$ cat src/rtl/pc_fetch_unit.sv
// LEGv8 fetch-stage sequencer: PC register, IF/ID capture, stall/flush/redirect, halt at end of program.
// Optional early unconditional-B redirect in fetch is enabled by defining FETCH_EARLY_B_EN.
module pc_fetch_unit #(
    parameter logic [31:0] RESET_PC   = 32'h0000_0000,
    parameter int unsigned PROG_WORDS = 7
) (
    input  logic        clk,
    input  logic        reset,
    input  logic        stall,
    input  logic        flush,
    input  logic        redirect,
    input  logic [31:0] redirect_target,
    output logic [31:0] PC,
    input  logic [31:0] Instruction,
    output logic [31:0] if_id_pc,
    output logic [31:0] if_id_instr,
    output logic        if_id_valid,
    output logic        if_id_pred_taken,
    output logic        halted,
    output logic [15:0] fetch_count
);

    typedef enum logic {RUN, HALT} state_t;

    localparam logic [31:0] PROG_WORDS_W = 32'(PROG_WORDS);

    state_t      state_reg;
    logic [31:0] pc_reg;
    logic [31:0] if_id_pc_reg;
    logic [31:0] if_id_instr_reg;
    logic        if_id_valid_reg;
    logic        if_id_pred_taken_reg;
    logic        halted_reg;
    logic [15:0] fetch_count_reg;

    logic        out_of_prog;
    logic        take_b;
    logic [31:0] target_aligned;
    logic [31:0] pc_next_seq;

    assign out_of_prog    = (pc_reg >> 2) >= PROG_WORDS_W;
    assign target_aligned = redirect_target & ~32'h3;

`ifdef FETCH_EARLY_B_EN
    logic [31:0] b_offset;
    assign take_b      = (Instruction[31:26] == 6'b000101);
    assign b_offset    = {{4{Instruction[25]}}, Instruction[25:0], 2'b00};
    assign pc_next_seq = take_b ? pc_reg + b_offset : pc_reg + 32'd4;
`else
    assign take_b      = 1'b0;
    assign pc_next_seq = pc_reg + 32'd4;
`endif

    always_ff @(posedge clk) begin
        if (reset) begin
            state_reg            <= RUN;
            pc_reg               <= RESET_PC;
            if_id_pc_reg         <= 32'd0;
            if_id_instr_reg      <= 32'd0;
            if_id_valid_reg      <= 1'b0;
            if_id_pred_taken_reg <= 1'b0;
            halted_reg           <= 1'b0;
            fetch_count_reg      <= 16'd0;
        end else if (redirect) begin
            // Redirect also wakes the sequencer from HALT; if_id_pc is left as-is.
            state_reg            <= RUN;
            halted_reg           <= 1'b0;
            pc_reg               <= target_aligned;
            if_id_instr_reg      <= 32'd0;
            if_id_valid_reg      <= 1'b0;
            if_id_pred_taken_reg <= 1'b0;
        end else if (stall) begin
            if (flush) begin
                if_id_instr_reg      <= 32'd0;
                if_id_valid_reg      <= 1'b0;
                if_id_pred_taken_reg <= 1'b0;
            end
        end else begin
            case (state_reg)
                RUN: begin
                    if (out_of_prog) begin
                        state_reg            <= HALT;
                        halted_reg           <= 1'b1;
                        if_id_instr_reg      <= 32'd0;
                        if_id_valid_reg      <= 1'b0;
                        if_id_pred_taken_reg <= 1'b0;
                    end else begin
                        pc_reg               <= pc_next_seq;
                        if_id_pc_reg         <= pc_reg;
                        if_id_instr_reg      <= flush ? 32'd0 : Instruction;
                        if_id_valid_reg      <= ~flush;
                        if_id_pred_taken_reg <= take_b & ~flush;
                        if (!flush && fetch_count_reg != 16'hFFFF)
                            fetch_count_reg <= fetch_count_reg + 16'd1;
                    end
                end
                default: begin
                    if_id_instr_reg      <= 32'd0;
                    if_id_valid_reg      <= 1'b0;
                    if_id_pred_taken_reg <= 1'b0;
                end
            endcase
        end
    end

    assign PC               = pc_reg;
    assign if_id_pc         = if_id_pc_reg;
    assign if_id_instr      = if_id_instr_reg;
    assign if_id_valid      = if_id_valid_reg;
    assign if_id_pred_taken = if_id_pred_taken_reg;
    assign halted           = halted_reg;
    assign fetch_count      = fetch_count_reg;

endmodule

$ cat config.mk
export PLATFORM = sky130hd
export DESIGN_NAME = pc_fetch_unit
export DESIGN_NICKNAME = d
export VERILOG_FILES = /design/src/rtl/pc_fetch_unit.sv
export SDC_FILE = /design/constraint.sdc
export NUM_CORES = 1
export LEC_CHECK = 0
export ABC_AREA = 1
export CAP_MARGIN = 20
export CORE_ASPECT_RATIO = 1.2
export CORE_UTILIZATION = 39
export CTS_CLUSTER_DIAMETER = 60
export CTS_CLUSTER_SIZE = 28
export DETAILED_ROUTE_END_ITERATION = 10
export GPL_ROUTABILITY_DRIVEN = 0
export PLACE_DENSITY = 0.76
export SLEW_MARGIN = 0
export SYNTH_ARGS = -nofsm -noshare
export SYNTH_HDL_FRONTEND = slang
export SYNTH_SLANG_ARGS = --single-unit
$ cat constraint.sdc
create_clock -name clk -period 1.6 [get_ports clk]
set_input_delay 0.16 -clock clk [delete_from_list [all_inputs] [get_ports clk]]
set_output_delay 0.16 -clock clk [all_outputs]
set_load 0.05 [all_outputs]
==> impl_metrics.tcl <==
set metrics [dict create \
    combPwrFrac_pct 13.3 \
    synth_top_area_share_pct 48.4 \
    largest_register_ffs 32 \
    first_pass_iters 4 \
    cts.path.max_buffers 2 \
    drc 0 \
    htreeDepth 3 \
    hold_viol_final 0 \
    timing.rr.start "PC[12]$_SDFFE_PP0P_" \
    drtAntennaViolNets 0 \
    first_global_vias 4339 \
    syn_area_um2 4590 \
    initial_utilization_pct 39.9 \
    fillers 982 \
    path_class "register to register" \
    core_area_um2 11500 \
    reg2reg_depth 8 \
    synth-seq-cells 111 \
    cp-end-kind "register" \
    hold_start "reset" \
    vias 4731 \
    drt-total-wl_um 13700 \
    syn_inst 601 \
    p_per_area_nw_per_um2 846 \
    drive_gt1_share_pct 37.2 \
    track_usage_pct 20.7 \
    drtIter0Drc 187 \
    violations "setup timing" \
    internal-power_uw 4640 \
    die_y_um 121 \
    min_path_type "input port to register" \
    slew_viol_final 0 \
    cp.required_ns 1.87 \
    fp.dieW_um 101 \
    wl_per_cell_um 14.4 \
    timing.final.crit_period_ns 1.64 \
    clock_latency_ns 0.34 \
    p_clk_share_pct 40.3 \
    synth.top_cells.by_area "dfxtp_1 (48%), nand2_1 (11%), a21oi_1 (7.1%), nor2_1 (6.5%), nand3_1 (5.1%)" \
    p_leak_uw 0.00289 \
    yosysSeqAreaShare_pct 48.4 \
    fmax_mhz 610 \
    grt_pass1_wl_um 20100 \
    nNetsFinal 862 \
    yosys.area.top_type "dfxtp_1" \
    cts-root-buf "clkbuf_16" \
    hpwlAfterDp_um 9140 \
    antenna_found_initial 0 \
    ys_warn_count 0 \
    rows 43 \
    rsz0062_at_grt "true" \
    multi_input_area_um2 2390 \
    numCtsBuffers 9 \
    switching_share_pct 24.8 \
    drv_cap 0 \
    setup_ws_ns -0.0392 \
    grt_max_degree 36 \
    grt.overflow.total 0 \
    whs_endpoint "fetch_count[2]$_SDFFE_PP0P_" \
    postLayoutCoreUtil_pct 63.3 \
    pre_cts_ws_ns -0.0244 \
    ioPinCount 184 \
    clkTransAtPathRegs_ns 0.07 \
    syn_avg_cell_area_um2 7.64 \
    power_switching_uw 1530 \
    cp_max_fo 8 \
    viasPerCell 4.96 \
    setup_viol 6 \
    cts_sinks 111 \
    outcome "complete, but fails checks" \
    dpl.cell_count 925 \
    io_buffers 176 \
    peakVddDrop_mv 0.662 \
    regArea_um2 2290 \
    critPathArrivalTime_ns 1.91 \
    period_share_pct 102 \
    cts_tree "done" \
    finClkSkew_ns 0.00721 \
    antenna-diode-count 0 \
    layoutNonFillerInstCount 953 \
    whs_path_depth 2 \
    start_kind "register" \
    worst-r2r-setup-slack_ns -0.04 \
    syn_to_final_growth_pct 58.6 \
    ys_types 27 \
    seqPwrFrac_pct 46.4 \
    fp.dieArea_um2 12200 \
    timing.rr.end "fetch_count[15]$_SDFFE_PP0P_" \
]
[power by group through the flow]
stage | clock [uW] | combinational [uW] | sequential, uW
finish | 2480 | 821 | 2860
global route | 2650 | 874 | 2860
CTS | 2550 | 769 | 2850
detailed placement | 0 | 765 | 2920
global placement | 0 | 756 | 2910
floorplan | 0 | 266 | 3070
[cells in the final DEF (no fill, tap or decap), types with 2 or more instances in the layout]
master,n
a21oi_2,18
a21oi_1,57
xnor2_1,4
buf_12,5
nand2_4,6
nand3_4,5
xor2_1,7
buf_4,135
conb_1,5
nor2_1,68
nand2_2,18
nand3_1,33
clkdlybuf4s50_1,65
nor2_2,6
clkbuf_8,2
o21ai_0,8
buf_8,3
clkbuf_16,15
nand3_2,10
inv_2,3
nand2_1,127
nand3b_1,2
inv_1,15
nand4_1,37
ha_4,2
nor2_4,11
o21ai_2,2
dfxtp_4,7
clkinv_1,2
dfxtp_2,37
buf_6,6
dfxtp_1,67
[per-stage QoR]
| stage | power [uW] | hold slack, ns | TNS, ns | instance area [um2] |
|---|---|---|---|---|
| 6_report | 6160 | 0.226 | -0.148 | 7280 |
| 5_1_grt | 6390 | 0.228 | -4.40 | 7280 |
| 4_1_cts | 6170 | 0.203 | 0 | 6820 |
| 3_5_place_dp | 3680 | 0.432 | -0.0453 | 6460 |
| 3_3_place_gp | 3670 | 0.426 | 0 | 6460 |
| 2_1_floorplan | 3340 | 0.295 | -0.0914 | 4710 |
[per-layer routing]
layer / GRT usage (%) / part of all wire [%] / vias to the layer above
met3: 6.62 / 8.0 / 18
li1: - / - / 2354
met5: 0 / 0 / -
met1: 23.7 / 40 / 2195
met4: 6.88 / 1.3 / 0
met2: 35.9 / 51 / 164
[critical path, stage by stage (launching register included)]
cell and delay, ns:
dfxtp_4 0.36, nor2_4 0.11, nand4_1 0.16, nor2_4 0.18, nand3_4 0.11, nor2_4 0.21, clkbuf_16 0.22, nand3_4 0.06
a21oi_2 0.14
[cells by family (layout without fill, tap and decap cells)]
family / count (synthesis) / count (layout) / share of synthesized area (%)
and+or+nand+nor: 325 / 325 / 31.9
xor gates and xnor gates: 12 / 12 / 2.29
buffers and inverters: 64 / 255 / 6.54
AOI/OAI and AO/OA: 86 / 86 / 10.2
adders and majority gates: 2 / 2 / 0.545
other: 1 / 5 / 0.0817
DFF: 111 / 111 / 48.4
[area by class of cell]
class | instances | share of cell area, %
clock buffers | 14 | 4.21
clock inverters | 2 | 0.533
inverters | 20 | 1.03
multi-input cells | 430 | 32.8
flip-flops and latches | 111 | 31.5
well taps | 157 | 2.70
repair buffers | 219 | 27.2
[worst max path at each step]
stage / startpoint / end / slack (ns) / cells past startpoint
2_1_floorplan: PC[3]$_SDFFE_PP0P_ / fetch_count[8]$_SDFFE_PP0P_ / -0.01 / 10
3_3_place_gp: stall / fetch_count[0]$_SDFFE_PP0P_ / 0.03 / 7
3_5_place_dp: redirect / if_id_pc[26]$_SDFFE_PP0P_ / -0.02 / 6
4_1_cts: PC[11]$_SDFFE_PP0P_ / fetch_count[3]$_SDFFE_PP0P_ / 0.01 / 8
5_1_grt: PC[3]$_SDFFE_PP0P_ / if_id_instr[12]$_SDFFE_PP0P_ / -0.10 / 10
6_report: PC[12]$_SDFFE_PP0P_ / fetch_count[15]$_SDFFE_PP0P_ / -0.04 / 8
[synth_stat cells (all sizes together)]
master    n
nand4    38
xor2      7
clkinv    2
nand2   151
nor3b     1
a21oi    75
inv      18
nor2     85
clkbuf   23
o21ai    10
a31oi     1
nand3b    2
dfxtp   111
nand3    48
ha        2
xnor2     5
conb      1
buf      21
[repair_timing]
| item | CTS | global route |
|---|---|---|
| buffers inserted | 0 | 6 |
| hold buffers | 0 | 0 |
| resized for setup | 3 | 78 |
| cloned | 0 | 6 |
| pin swaps | 1 | 22 |
| endpoints found under the setup margin | 18 | 101 |
No activity file was read; power rests on OpenSTA's default activity.
